$ cat config.mk
export PLATFORM = sky130hd
export DESIGN_NAME = bf16_add_norm
export DESIGN_NICKNAME = d
export VERILOG_FILES = /design/src/rtl/bf16_add_norm.sv
export SDC_FILE = /design/constraint.sdc
export NUM_CORES = 1
export LEC_CHECK = 0
export BUFFER_PORTS_ARGS = -buffer_cell sky130_fd_sc_hd__buf_2
export CAP_MARGIN = 20
export CORE_MARGIN = 3
export CORE_UTILIZATION = 42
export DETAILED_ROUTE_END_ITERATION = 6
export HOLD_SLACK_MARGIN = 0.05
export PLACE_DENSITY_LB_ADDON = 0.08
export SYNTH_ARGS = -nofsm -noshare
export SYNTH_HDL_FRONTEND = slang
export SYNTH_SLANG_ARGS = --single-unit
$ cat constraint.sdc
create_clock -name clk -period 5.7 [get_ports clk]
set_clock_uncertainty 0.2 [all_clocks]
set_input_delay 0.57 -clock clk [delete_from_list [all_inputs] [get_ports clk]]
set_output_delay 0.57 -clock clk [all_outputs]
set_load 0.01 [all_outputs]
$ cat src/rtl/bf16_add_norm.sv
// rtl/bf16_add_norm.sv - two-stage normalize/round back end for a bf16 adder
module bf16_add_norm #(
  parameter int E = 8,
  parameter int M = 7
) (
  input  logic         clk,
  input  logic         rst,
  input  logic         valid_i,
  output logic         ready_o,
  input  logic         s_i,
  input  logic [E-1:0] e_i,
  input  logic [M+4:0] n_i,
  input  logic         nan_i,
  input  logic         inf_i,
  output logic         valid_o,
  input  logic         ready_i,
  output logic         s_o,
  output logic [E-1:0] e_o,
  output logic [M-1:0] m_o,
  output logic         ovf_o,
  output logic         unf_o
);

  localparam int W  = M + 5;
  localparam int LW = $clog2(W + 1);
  localparam logic signed [E+1:0] EMAX  = (E+2)'((1 << E) - 1);
  localparam logic signed [E+1:0] EZERO = '0;
  localparam logic [M-1:0] QNAN_M = {1'b1, {(M-1){1'b0}}};

  // stage 1 holding registers
  logic          v1;
  logic          s1, nan1, inf1;
  logic [E-1:0]  e1;
  logic [W-1:0]  n1;
  logic [LW-1:0] lz1;

  logic          accept, adv;
  logic [LW-1:0] lz;

  assign ready_o = ~v1 | ~valid_o | ready_i;
  assign accept  = valid_i & ready_o;
  assign adv     = v1 & (~valid_o | ready_i);

  // leading-zero count from the carry bit down; W when the sum is zero
  always_comb begin
    lz = LW'(W);
    for (int i = 0; i < W; i++) begin
      if (n_i[i]) lz = LW'(W - 1 - i);
    end
  end

  // stage 1 register: capture the beat and its leading-zero count
  always_ff @(posedge clk) begin
    if (rst) begin
      v1   <= 1'b0;
      s1   <= 1'b0;
      e1   <= '0;
      n1   <= '0;
      nan1 <= 1'b0;
      inf1 <= 1'b0;
      lz1  <= '0;
    end else if (accept) begin
      v1   <= 1'b1;
      s1   <= s_i;
      e1   <= e_i;
      n1   <= n_i;
      nan1 <= nan_i;
      inf1 <= inf_i;
      lz1  <= lz;
    end else if (adv) begin
      v1   <= 1'b0;
    end
  end

  logic [LW-1:0]         k;
  logic [W-1:0]          sh;
  logic [M-1:0]          m_pre, m_fin;
  logic                  g, st, inc;
  logic [M:0]            m_sum;
  logic signed [E+1:0]   e_norm, e_fin;
  logic                  nxt_s, nxt_ovf, nxt_unf;
  logic [E-1:0]          nxt_e;
  logic [M-1:0]          nxt_m;

  // shift to put the hidden bit in place, round to nearest even, classify
  always_comb begin
    k = lz1 - LW'(1);
    if (n1[W-1]) begin
      // carry: one right shift, the dropped bit folds into sticky
      sh     = {1'b0, n1[W-1:2], n1[1] | n1[0]};
      e_norm = $signed({2'b00, e1}) + (E+2)'(1);
    end else begin
      sh     = n1 << k;
      e_norm = $signed({2'b00, e1}) - $signed({{(E+2-LW){1'b0}}, k});
    end
    m_pre = sh[M+2:3];
    g     = sh[2];
    st    = |sh[1:0];
    inc   = g & (st | m_pre[0]);
    m_sum = {1'b0, m_pre} + (M+1)'(inc);
    e_fin = e_norm;
    m_fin = m_sum[M-1:0];
    if (m_sum[M]) begin
      m_fin = '0;
      e_fin = e_norm + (E+2)'(1);
    end

    nxt_s   = s1;
    nxt_e   = e_fin[E-1:0];
    nxt_m   = m_fin;
    nxt_ovf = 1'b0;
    nxt_unf = 1'b0;
    if (nan1) begin
      nxt_s = 1'b0;
      nxt_e = '1;
      nxt_m = QNAN_M;
    end else if (inf1) begin
      nxt_e = '1;
      nxt_m = '0;
    end else if (n1 == '0) begin
      nxt_s = 1'b0;
      nxt_e = '0;
      nxt_m = '0;
    end else if (e_norm <= EZERO) begin
      // no subnormals: anything shifted to or below exponent zero flushes
      nxt_e   = '0;
      nxt_m   = '0;
      nxt_unf = 1'b1;
    end else if (e_fin >= EMAX) begin
      nxt_e   = '1;
      nxt_m   = '0;
      nxt_ovf = 1'b1;
    end
  end

  // stage 2 register: result holds while the consumer stalls
  always_ff @(posedge clk) begin
    if (rst) begin
      valid_o <= 1'b0;
      s_o     <= 1'b0;
      e_o     <= '0;
      m_o     <= '0;
      ovf_o   <= 1'b0;
      unf_o   <= 1'b0;
    end else if (adv) begin
      valid_o <= 1'b1;
      s_o     <= nxt_s;
      e_o     <= nxt_e;
      m_o     <= nxt_m;
      ovf_o   <= nxt_ovf;
      unf_o   <= nxt_unf;
    end else if (valid_o & ready_i) begin
      valid_o <= 1'b0;
    end
  end

endmodule

==> Word-level counts from Yosys, hierarchy flattened <==
Index checks and enable logic that the tools add are counted.
{ "totals": {"ff_bits": 47, "inputBits": 27, "out_inout_bits": 20, "elab_cells": 78} }
{ "classes": {"addsub": 5, "order_cmp": 2, "shift": 1, "n_mux": 42, "bitwise": 11, "reduce_logical": 4} }
{ "ops": {"columns": ["op", "count"], "rows": [
  ["$mux 4", 11],
  ["$mux 7", 6],
  ["$mux 8", 5],
  ["$mux 10", 3],
  ["$mux 1", 16],
  ["$logic_not 12->1", 1],
  ["$shl 12x4->10", 1],
  ["$add 10x2->10 const B", 1],
  ["$ge 10x9->1 const B", 1],
  ["$le 10x1->1 const B", 1],
  ["$add 8x1->9 const B", 1],
  ["$sub 8x4->9", 1],
  ["$add 7x1->8", 1],
  ["$or 1x1->1", 5],
  ["$and 1x1->1", 4],
  ["$reduce_bool 2->1", 2],
  ["$sub 4x1->4 const B", 1],
  ["$mux 3", 1],
  ["$not 1->1", 2],
  ["$reduce_or 2->1", 1]
]} }

==> Logic depth before layout (Yosys ltp) <==
Gate-level depths: netlist of run 1.
{ "logic_depth": {"ltp_word": 14, "ltp_mapped": 21, "mapped_depth_nobuf": 16} }

==> Worst setup path after synthesis of run 1 <==
No wires, ideal clock.
{ "synth_path": {"path_type": "reg2reg", "start": "register lz1[0]", "end": "register m_o[6]", "setup_time_ns": 0.117, "t_arrival_ns": 4.352, "required_time_ns": 5.383, "path_slack_ns": 1.031, "path_stages_with_launch": 17, "n_path_buf": 2, "synth_period_minus_slack_ns": 4.669, "cell_sequence": "dfxtp_1 > buf_6 > buf_2 > inv_1 > ha_1 > xor2_1 > inv_2 > ha_1 > and3b_1 > or2_2 > o311ai_0 > or4_1 > nand4_2 > nor4_1 > xor2_1 > or3_1 > a32o_1"} }
{ "synth_via": {"elab_chain_cells": 14, "word_cells_on_any_way": 19, "cone_classes": "add/sub (4); order compare (2); shift (1); mux (9); bitwise (2); reduce/logical (1)"} }
{ "synth_rtl": {"columns": ["item", "line_no", "source"], "rows": [
  ["start, declared", "35", "logic [LW-1:0] lz1;"],
  ["start signal, assigned", "69", "lz1 <= lz;"],
  ["$sub 4x1->4 (*)", "87", "k = lz1 - LW'(1);"],
  ["$shl 12x4->10", "93", "sh = n1 << k;"],
  ["$mux 10", "88", "if (n1[W-1]) begin"],
  ["$reduce_or 2->1", "98", "st = |sh[1:0];"],
  ["$or 1x1->1", "99", "inc = g & (st | m_pre[0]);"],
  ["$and 1x1->1", "99", null],
  ["$add 7x1->8", "100", "m_sum = {1'b0, m_pre} + (M+1)'(inc);"],
  ["$mux 10", "103", "if (m_sum[M]) begin"],
  ["$ge 10x9->1", "129", "end else if (e_fin >= EMAX) begin"],
  ["$mux 7", "129", null],
  ["$mux 7 (*)", "124", "end else if (e_norm <= EZERO) begin"],
  ["$mux 7 (*)", "120", "end else if (n1 == '0) begin"],
  ["$mux 7 (*)", "117", "end else if (inf1) begin"],
  ["$mux 7 (*)", "113", "if (nan1) begin"],
  ["end signal, assigned", "149", "m_o <= nxt_m;"],
  ["end, declared", "19", "output logic [M-1:0] m_o,"]
]} }
Every way passes the cells marked *; elsewhere a longest branch is shown, timed or not.
A chain may end at the register's enable or synchronous reset.

==> Worst setup path after layout of run 1 <==
{ "layout_path": {"start": "register lz1[0]", "end": "register m_o[3]"} }
Same word-level chain as after synthesis.

==> results.ini, run 1 <==
[worst_setup_path]
path_buf_inv = 2
path_delay_family = compound AO/OA/AOI/OAI gates
crit_path_end_kind = register
crit_type = register to register
crit_top_cell = ha_1
path_cells = inv_1, ha_1, xor2_1, inv_2, ha_1, and3b_1, or2_2, o311ai_0, o31ai_1, o211ai_1, nor4_2, xnor2_1, o311ai_2, o21ai_1
cp-start-kind = register
critPathRequiredTime_ps = 5730
critPathSlowestCell = xnor2_1
slowest_delay_ps = 690
cp.arrival_ps = 4980
path_max_fanout = 11

[route]
first_pass_iters = 4
drt-initial-drc-count = 209
vias = 3364
viasPerCell = 5.673
drt_wl_total_mm = 8.915
drc = 0
ant_nets = 0
routedWlPerCell_um = 15.03

[clock_tree]
cts_buffers = 5
cts_tree = built
htreeDepth = 2
clockRootBuffer = clkbuf_8
clockBufferDepth = 2
cts.sinks = 47
cts_setup_buffers = 0
cts_hold_buf = 0
clk_pin_slew_worst_paths_ps = 100
cts_resized = 0
clock_latency_ps = 300

[timing]
min_period_ps = 4952
slew_headroom_pct = 36.65
fmax_mhz = 201.9
worst_hold_slack_ps = 245.3
hold_violations = 0
slew_viol_final = 0
fin_tns_setup_ps = 0
worst_slack_ps = 747.9
tightest_slew_ps = 943.0
setup_violations = 0
rsz0062_at_grt = false
post-route-period-util_pct = 86.88

[synthesis]
synthesis.area_mm2 = 0.003501
ys_ff_latch = 47
syn_inst = 463
yosysSeqAreaShare_pct = 26.88
yosys.cell_types.count = 68
synthArstFlopShare_pct = 0
syn_nets = 499
synth_edf_count = 0
synthFlopType = dfxtp_1
yosysWarnings = 0
synth_area_per_cell_um2 = 7.561

[final_layout]
antenna_cells = 0
nets = 526
final_layout_size_suffix_gt1_share_pct = 16.29
area_delta_synth_final_pct = 9.399
multi_input_area_mm2 = 0.002352
n_fill_cell = 840
regArea_um2 = 940.9

[job]
maxCapViolations = 0

[placed_design]
dp_slack_ps = 796.4
hpwlAfterDp_mm = 6.768
gp_congestion = 0.8799
io_buffers = 46

[global_routing]
grt_overflow = 0
grt_usage_pct = 18.78
antenna_found_initial = 0
grt_first_pass_wirelength_mm = 15.10
grt_pass1_vias = 3058
grt_max_degree = 34

[floorplanning]
die_area_mm2 = 0.009467
die_w_um = 97.30
coreArea_mm2 = 0.007928
die_h_um = 97.30
io_pins = 47
rows = 32
start_util_pct = 44.16

[outcome]
outcome = finished clean

[pwr]
power_density_mw_per_mm2 = 204.7
power_leakage_nw = 1.542
ir_drop_mv = 0.1523

[hold_path]
hold_path_class = register to register

## Yosys cell counts, types with 5 or more instances
cell | n | share of area (%)
nor3_1 | 16 | 2.3
mux2_2 | 5 | 1.6
inv_1 | 19 | 2.0
mux2i_1 | 11 | 3.1
nor2_1 | 29 | 3.1
dfxtp_1 | 47 | 27
nand4_1 | 12 | 2.1
nand3_1 | 11 | 1.6
and2_1 | 5 | 0.89
clkbuf_1 | 19 | 2.0
xor2_1 | 9 | 2.3
and3_1 | 5 | 0.89
o21ai_0 | 17 | 2.4
xnor2_1 | 5 | 1.3
o21ai_1 | 7 | 1.0
nand2_1 | 80 | 8.6
a211oi_1 | 5 | 1.1
nor2b_1 | 6 | 1.1
ha_1 | 8 | 2.9
nor4_1 | 8 | 1.4
or3_1 | 6 | 1.1
a311oi_1 | 5 | 1.3
a21oi_1 | 38 | 5.4
## layer usage
metal	wire [um]	global-route usage (%)	vias up
li1	-	-	1742
met5	0	0	-
met3	381	2.728	4
met1	4695	29.16	1536
met2	3790	27.97	82
met4	48	2.662	0
## metrics by stage
| stage | instance area (um^2) | util (%) | cells | total power, mW |
|---|---|---|---|---|
| 6_report | 3830 | 48.31 | 593 | 0.7838 |
| 5_1_grt | 3830 | 48.31 | 593 | 0.8382 |
| 4_1_cts | 3830 | 48.31 | 593 | 0.7932 |
| 3_5_place_dp | 3741 | 47.19 | 585 | 0.5799 |
| 3_3_place_gp | 3741 | 47.19 | 585 | 0.5774 |
| 2_1_floorplan | 3501 | - | 463 | 0.5251 |
## worst min-delay path, stage by stage, from the launching register on
cell     delay, ps
dfxtp_1        320
nand2_1         50
o21ai_1         50
## power by group
part	leakage (nW)	internal [mW]	switching, mW
logic	1.11	0.0798	0.128
clock network	0.0418	0.0885	0.122
registers	0.385	0.345	0.0210
## worst paths after layout
check | from | end | slack (ps) | cells past startpoint
min | m_o[4] | m_o[4] | 250 | 2
max | lz1[0] | m_o[3] | 750 | 14
min reg2reg | m_o[4] | m_o[4] | 250 | 2
max reg2reg | lz1[0] | m_o[3] | 750 | 14
## layout by cell type, fill, tap and decap left out, types with 4 or more instances in the layout
master,netlist,final
xor2_1,9,9
dfxtp_1,47,47
clkbuf_8,0,5
a211oi_1,5,5
buf_2,4,46
or3_1,6,6
a21o_1,4,4
a311oi_1,5,5
nor3_1,16,16
nor2_1,29,29
and3_1,5,5
o21ai_0,17,17
ha_1,8,8
o21ai_1,7,7
a21oi_1,38,38
o211ai_1,4,4
mux2_2,5,5
nand3_1,11,11
nor4_1,8,8
nand4_1,12,12
nand2_1,80,80
xnor2_1,5,5
nor2b_1,6,6
mux2i_1,11,11
and2_1,5,5
or2_2,4,4
inv_1,19,19
## layout make-up
type | count | area share, %
Multi-Input combinational cell | 368 | 61.42
Sequential cell | 47 | 24.57
Timing Repair Buffer | 48 | 6.403
Tap cell | 102 | 3.332
Inverter | 20 | 1.960
Clock buffer | 6 | 1.895
Clock inverter | 2 | 0.4247
## logic make-up (layout without fill, tap and decap cells)
group | count (synthesis) | after routing | share of synthesized area, %
and+or+nand+nor | 206 | 206 | 29.52
buffers and inverters | 48 | 76 | 5.933
AOI/OAI and AO/OA | 120 | 120 | 24.23
xor gates and xnor gates | 15 | 15 | 3.967
DFF | 47 | 47 | 26.88
adders and majority gates | 9 | 9 | 3.431
muxes | 18 | 18 | 6.040
## flip-flops by register name, indices dropped and copies added (netlist names), 4 cells and up
signal  cells
e1          8
e_o         8
lz1         4
m_o         7
n1         12
Power figures use the tool's default switching activity.
==> inputs of run 2 (changes only) <==
Settings changed: PLACE_DENSITY_LB_ADDON 0.08 to not set.
==> results.ini, run 2 (same netlist as run 1, synthesis figures left out) <==
[global_routing]
grt_pass1_vias = 3100  ; was 3058
grt_first_pass_wirelength_mm = 15.06  ; was 15.10 mm
grt_usage_pct = 18.53  ; was 18.78%
antenna_found_initial = 0  ; unchanged
grt_overflow = 0  ; unchanged
grt_max_degree = 34  ; unchanged

[timing]
setup_violations = 0  ; unchanged
fin_tns_setup_ps = 0  ; unchanged
post-route-period-util_pct = 87.63  ; was 86.88%
tightest_slew_ps = 1046  ; was 943.0 ps
fmax_mhz = 200.2  ; was 201.9 MHz
hold_violations = 0  ; unchanged
slew_headroom_pct = 29.72  ; was 36.65%
rsz0062_at_grt = false  ; unchanged
slew_viol_final = 0  ; unchanged
min_period_ps = 4995  ; was 4952 ps

[worst_setup_path]
r2r_slack_ps = 710  ; was 750 ps
path_max_fanout = 11  ; unchanged
critPathRequiredTime_ps = 5740  ; was 5730 ps
cp-start-kind = register  ; unchanged
crit_type = register to register  ; unchanged
crit_path_end_kind = register  ; unchanged
cp.arrival_ps = 5040  ; was 4980 ps

[pwr]
finalPower_mw = 0.7950  ; was 0.7838 mW
power_leakage_nw = 1.560  ; was 1.542 nW
power_density_mw_per_mm2 = 205.8  ; was 204.7 mW/mm^2
ir_drop_mv = 0.1588  ; was 0.1523 mV

[route]
first_pass_iters = 6  ; was 4
vias = 3454  ; was 3364
ant_nets = 0  ; unchanged
viasPerCell = 5.815  ; was 5.673
drt-initial-drc-count = 311  ; was 209
routedWlPerCell_um = 14.70  ; was 15.03 um
drt_wl_total_mm = 8.729  ; was 8.915 mm
drc = 0  ; unchanged

[clock_tree]
cts_buffers = 5  ; unchanged
cts.sinks = 47  ; unchanged
clock_latency_ps = 310  ; was 300 ps
cts_setup_buffers = 0  ; unchanged
cts_hold_buf = 0  ; unchanged
htreeDepth = 2  ; unchanged
clockBufferDepth = 2  ; unchanged
clk_pin_slew_worst_paths_ps = 90  ; was 100 ps
cts_resized = 0  ; unchanged
cts_tree = built  ; unchanged
clockRootBuffer = clkbuf_8  ; unchanged

[final_layout]
final_layout_size_suffix_gt1_share_pct = 16.46  ; was 16.29%
layout_common_cells = 80 x nand2_1, 47 x dfxtp_1, 46 x buf_2  ; unchanged
area_delta_synth_final_pct = 10.36  ; was 9.399%
n_fill_cell = 841  ; was 840
largest_register = n1  ; unchanged
largest_reg_flops = 12  ; unchanged
regArea_um2 = 940.9  ; unchanged
antenna_cells = 0  ; unchanged
reg.largest.list = n1 (12), e1 (8), e_o (8)  ; unchanged
layout_commonest_cell = nand2_1  ; unchanged
nets = 527  ; was 526
multi_input_area_mm2 = 0.002352  ; unchanged

[placed_design]
hpwlAfterDp_mm = 6.648  ; was 6.768 mm
io_buffers = 46  ; unchanged
gp_congestion = 0.9559  ; was 0.8799

[floorplanning]
start_util_pct = 44.16  ; unchanged
io_pins = 47  ; unchanged
coreArea_mm2 = 0.007928  ; unchanged
die_h_um = 97.30  ; unchanged
die_area_mm2 = 0.009467  ; unchanged
rows = 32  ; unchanged
die_w_um = 97.30  ; unchanged

[hold_path]
hold_path_class = register to register  ; unchanged

[job]
maxCapViolations = 0  ; unchanged

[outcome]
outcome = finished clean  ; unchanged

[run 2: cell count changes in the layout (fill, tap and decap cells not counted)]
cell	change
inv_6	-1
clkbuf_8	+1
buf_16	+1
clkinvlp_4	-1
clkinv_4	+1
[run 2: cell type report]
type	count	area share, %
Multi-Input combinational cell	368	60.88
Clock buffer	7	2.234
Clock inverter	1	0.2267
Sequential cell	47	24.35
Timing Repair Buffer	49	7.060
Tap cell	102	3.303
Inverter	20	1.943
[run 2: stage by stage]
stage | setup WS [ps] | std cells | area [um^2] | hold WS [ps] | util [%]
2_1_floorplan | 1031 | 463 | 3501 | 237.0 | -
3_3_place_gp | 982.0 | 585 | 3741 | 233.5 | 47.19
3_5_place_dp | 777.4 | 585 | 3741 | 238.4 | 47.19
4_1_cts | 727.6 | 593 | 3836 | 251.7 | 48.39
5_1_grt | 320.6 | 594 | 3864 | 269.5 | 48.74
6_report | 705.0 | 594 | 3864 | 245.8 | 48.74
[run 2: final timing paths]
kind                             start     end  cells past startpoint
worst max-delay path            lz1[0]  m_o[1]                     14
worst min-delay path            m_o[4]  m_o[4]                      2
worst max register to register  lz1[0]  m_o[1]                     14
worst min register to register  m_o[4]  m_o[4]                      2
[run 2: where the power goes]
part,switching [mW],leakage (nW),internal (mW),total (mW)
clock,0.120,0.0484,0.0997,0.220
combinational,0.127,1.13,0.0817,0.209
sequential,0.0216,0.385,0.345,0.366
[run 2: layer usage]
metal | vias to the layer above | track usage, % | part of all wire [%]
li1 | 1748 | - | -
met1 | 1607 | 28.11 | 50
met2 | 89 | 27.44 | 43
met3 | 10 | 2.728 | 5.5
met4 | 0 | 4.473 | 1.1
met5 | - | 0 | 0
[run 2: critical path, stage by stage (launching register included)]
cell and delay (ps):
dfxtp_1 320, inv_1 160, ha_1 250, xor2_1 450, inv_2 160, ha_1 370
and3b_1 210, or2_2 300, o311ai_0 630, o31ai_1 190, o211ai_1 310, nor4_2 90
xnor2_1 710, o311ai_2 350, o21ai_1 210
==> inputs of run 3 (changes only) <==
Clock period 5.7 ns to 4.7 ns, I/O delays scaled along.
==> results.ini, run 3 (same netlist as run 1, synthesis figures left out) <==
[worst_setup_path]
critPathRequiredTime_ps = 4690  ; was 5740 ps
crit_type = register to register  ; unchanged
cp-start-kind = register  ; unchanged
cp.arrival_ps = 4230  ; was 5040 ps
path_max_fanout = 8  ; was 11
r2r-start = lz1[1]  ; was lz1[0]
crit_path_end_kind = register  ; unchanged
reg2reg_depth = 14  ; unchanged
r2r_slack_ps = 450  ; was 710 ps
r2r_end = m_o[1]  ; unchanged

[timing]
post-route-period-util_pct = 90.35  ; was 87.63%
rsz0062_at_grt = false  ; unchanged
fmax_mhz = 235.5  ; was 200.2 MHz
worst_hold_slack_ps = 189.8  ; was 245.8 ps
setup_violations = 0  ; unchanged
hold_violations = 0  ; unchanged
tightest_slew_ps = 943.2  ; was 1046 ps
slew_viol_final = 0  ; unchanged
min_period_ps = 4246  ; was 4995 ps
slew_headroom_pct = 36.63  ; was 29.72%
fin_tns_setup_ps = 0  ; unchanged

[final_layout]
layout_commonest_cell = nand2_1  ; unchanged
regArea_um2 = 940.9  ; unchanged
largest_register = n1  ; unchanged
multi_input_area_mm2 = 0.002361  ; was 0.002352 mm^2
layout_common_cells = 80 x nand2_1, 47 x dfxtp_1, 46 x buf_2  ; unchanged
nets = 529  ; was 527
antenna_cells = 0  ; unchanged
final_layout_size_suffix_gt1_share_pct = 17.00  ; was 16.46%
fin_util_pct = 48.78  ; was 48.74%
largest_reg_flops = 12  ; unchanged
area_delta_synth_final_pct = 10.47  ; was 10.36%
n_fill_cell = 831  ; was 841
reg.largest.list = n1 (12), e1 (8), e_o (8)  ; unchanged
finalNonFillerCells = 596  ; was 594

[global_routing]
grt_pass1_vias = 3096  ; was 3100
grt_max_degree = 34  ; unchanged
grt_usage_pct = 18.17  ; was 18.53%
grt_overflow = 0  ; unchanged
antenna_found_initial = 0  ; unchanged
grt_first_pass_wirelength_mm = 14.60  ; was 15.06 mm

[placed_design]
io_buffers = 46  ; unchanged
gp_congestion = 0.8592  ; was 0.9559
dp.cells = 588  ; was 585
hpwlAfterDp_mm = 6.616  ; was 6.648 mm

[pwr]
pwr-share-seq_pct = 46.0  ; was 46.1%
p_sw_mw = 0.3249  ; was 0.2687 mW
ir_drop_mv = 0.1502  ; was 0.1588 mV
p_int_mw = 0.6388  ; was 0.5263 mW
clock_power_share_pct = 27.4  ; was 27.7%
power_density_mw_per_mm2 = 249.2  ; was 205.8 mW/mm^2
swShare_pct = 33.71  ; was 33.80%
comb_power_share_pct = 26.5  ; was 26.3%
power_leakage_nw = 1.567  ; was 1.560 nW

[floorplanning]
rows = 32  ; unchanged
start_util_pct = 44.16  ; unchanged
io_pins = 47  ; unchanged
coreArea_mm2 = 0.007928  ; unchanged
die_area_mm2 = 0.009467  ; unchanged
die_w_um = 97.30  ; unchanged
die_h_um = 97.30  ; unchanged

[hold_path]
hold_path_class = primary input to register  ; was register to register
worstHoldStart = inf_i  ; was m_o[4]
min_to = inf1  ; was m_o[4]
hold_depth = 3  ; was 2

[route]
drt_wl_total_mm = 8.736  ; was 8.729 mm
ant_nets = 0  ; unchanged
drc = 0  ; unchanged
drt-initial-drc-count = 196  ; was 311
routedWlPerCell_um = 14.66  ; was 14.70 um
viasPerCell = 5.695  ; was 5.815
first_pass_iters = 4  ; was 6
vias = 3394  ; was 3454

[clock_tree]
clock_latency_ps = 310  ; about the same
cts_tree = built  ; unchanged
clk_pin_slew_worst_paths_ps = 90  ; about the same
cts_setup_buffers = 0  ; unchanged
htreeDepth = 2  ; unchanged
cts_resized = 0  ; unchanged
clockRootBuffer = clkbuf_8  ; unchanged
cts_buffers = 5  ; unchanged
cts.sinks = 47  ; unchanged
cts_hold_buf = 0  ; unchanged
clockBufferDepth = 2  ; unchanged

[job]
maxCapViolations = 0  ; unchanged

[outcome]
outcome = finished clean  ; unchanged

==> run 3: cell type report <==
cell class | instances | area share, %
multi-input cells | 368 | 61.05
flip-flops and latches | 47 | 24.33
repair buffers | 51 | 6.923
well taps | 102 | 3.300
clock buffers | 7 | 2.232
inverters | 20 | 1.941
clock inverters | 1 | 0.2265
==> run 3: critical path: stages (launching register included) <==
cell,delay [ps]
dfxtp_1,430
inv_1,70
ha_1,220
xor2_1,210
inv_2,110
ha_1,340
and3b_1,210
or2_2,320
o311ai_1,420
or4_1,250
nand4_2,170
nor4_1,390
xor2_1,180
o311ai_2,490
o21ai_1,130
==> run 3: power by group through the flow <==
stage	clock [mW]	sequential [mW]	combinational, mW
global route	0.289	0.448	0.287
finish	0.264	0.444	0.256
floorplan	0	0.445	0.192
CTS	0.277	0.443	0.253
detailed placement	0	0.453	0.251
global placement	0	0.452	0.249
==> run 3: metal layers <==
| metal | part of all wire, % | GRT usage [%] |
|---|---|---|
| met5 | 0 | 0 |
| met4 | 0.93 | 4.473 |
| met1 | 49 | 25.58 |
| met3 | 6.1 | 3.589 |
| met2 | 43 | 28.61 |
==> run 3: how the worst max path moves through the flow <==
stage	startpoint	to	slack [ps]	cells after the start
floorplan	lz1[0]	m_o[6]	30	16
global placement	lz1[1]	m_o[2]	310	14
detailed placement	lz1[1]	m_o[1]	150	14
CTS	lz1[1]	m_o[1]	130	14
global route	lz1[1]	m_o[4]	50	14
finish	lz1[1]	m_o[1]	450	14
==> run 3: metrics by stage <==
step | power [mW] | setup slack [ps] | cell area (um^2)
CTS | 0.9729 | 128.2 | 3859
detailed placement | 0.7041 | 146.4 | 3764
global route | 1.024 | 48.76 | 3867
global placement | 0.7004 | 308.7 | 3764
finish | 0.9637 | 453.8 | 3867
floorplan | 0.6369 | 30.89 | 3501
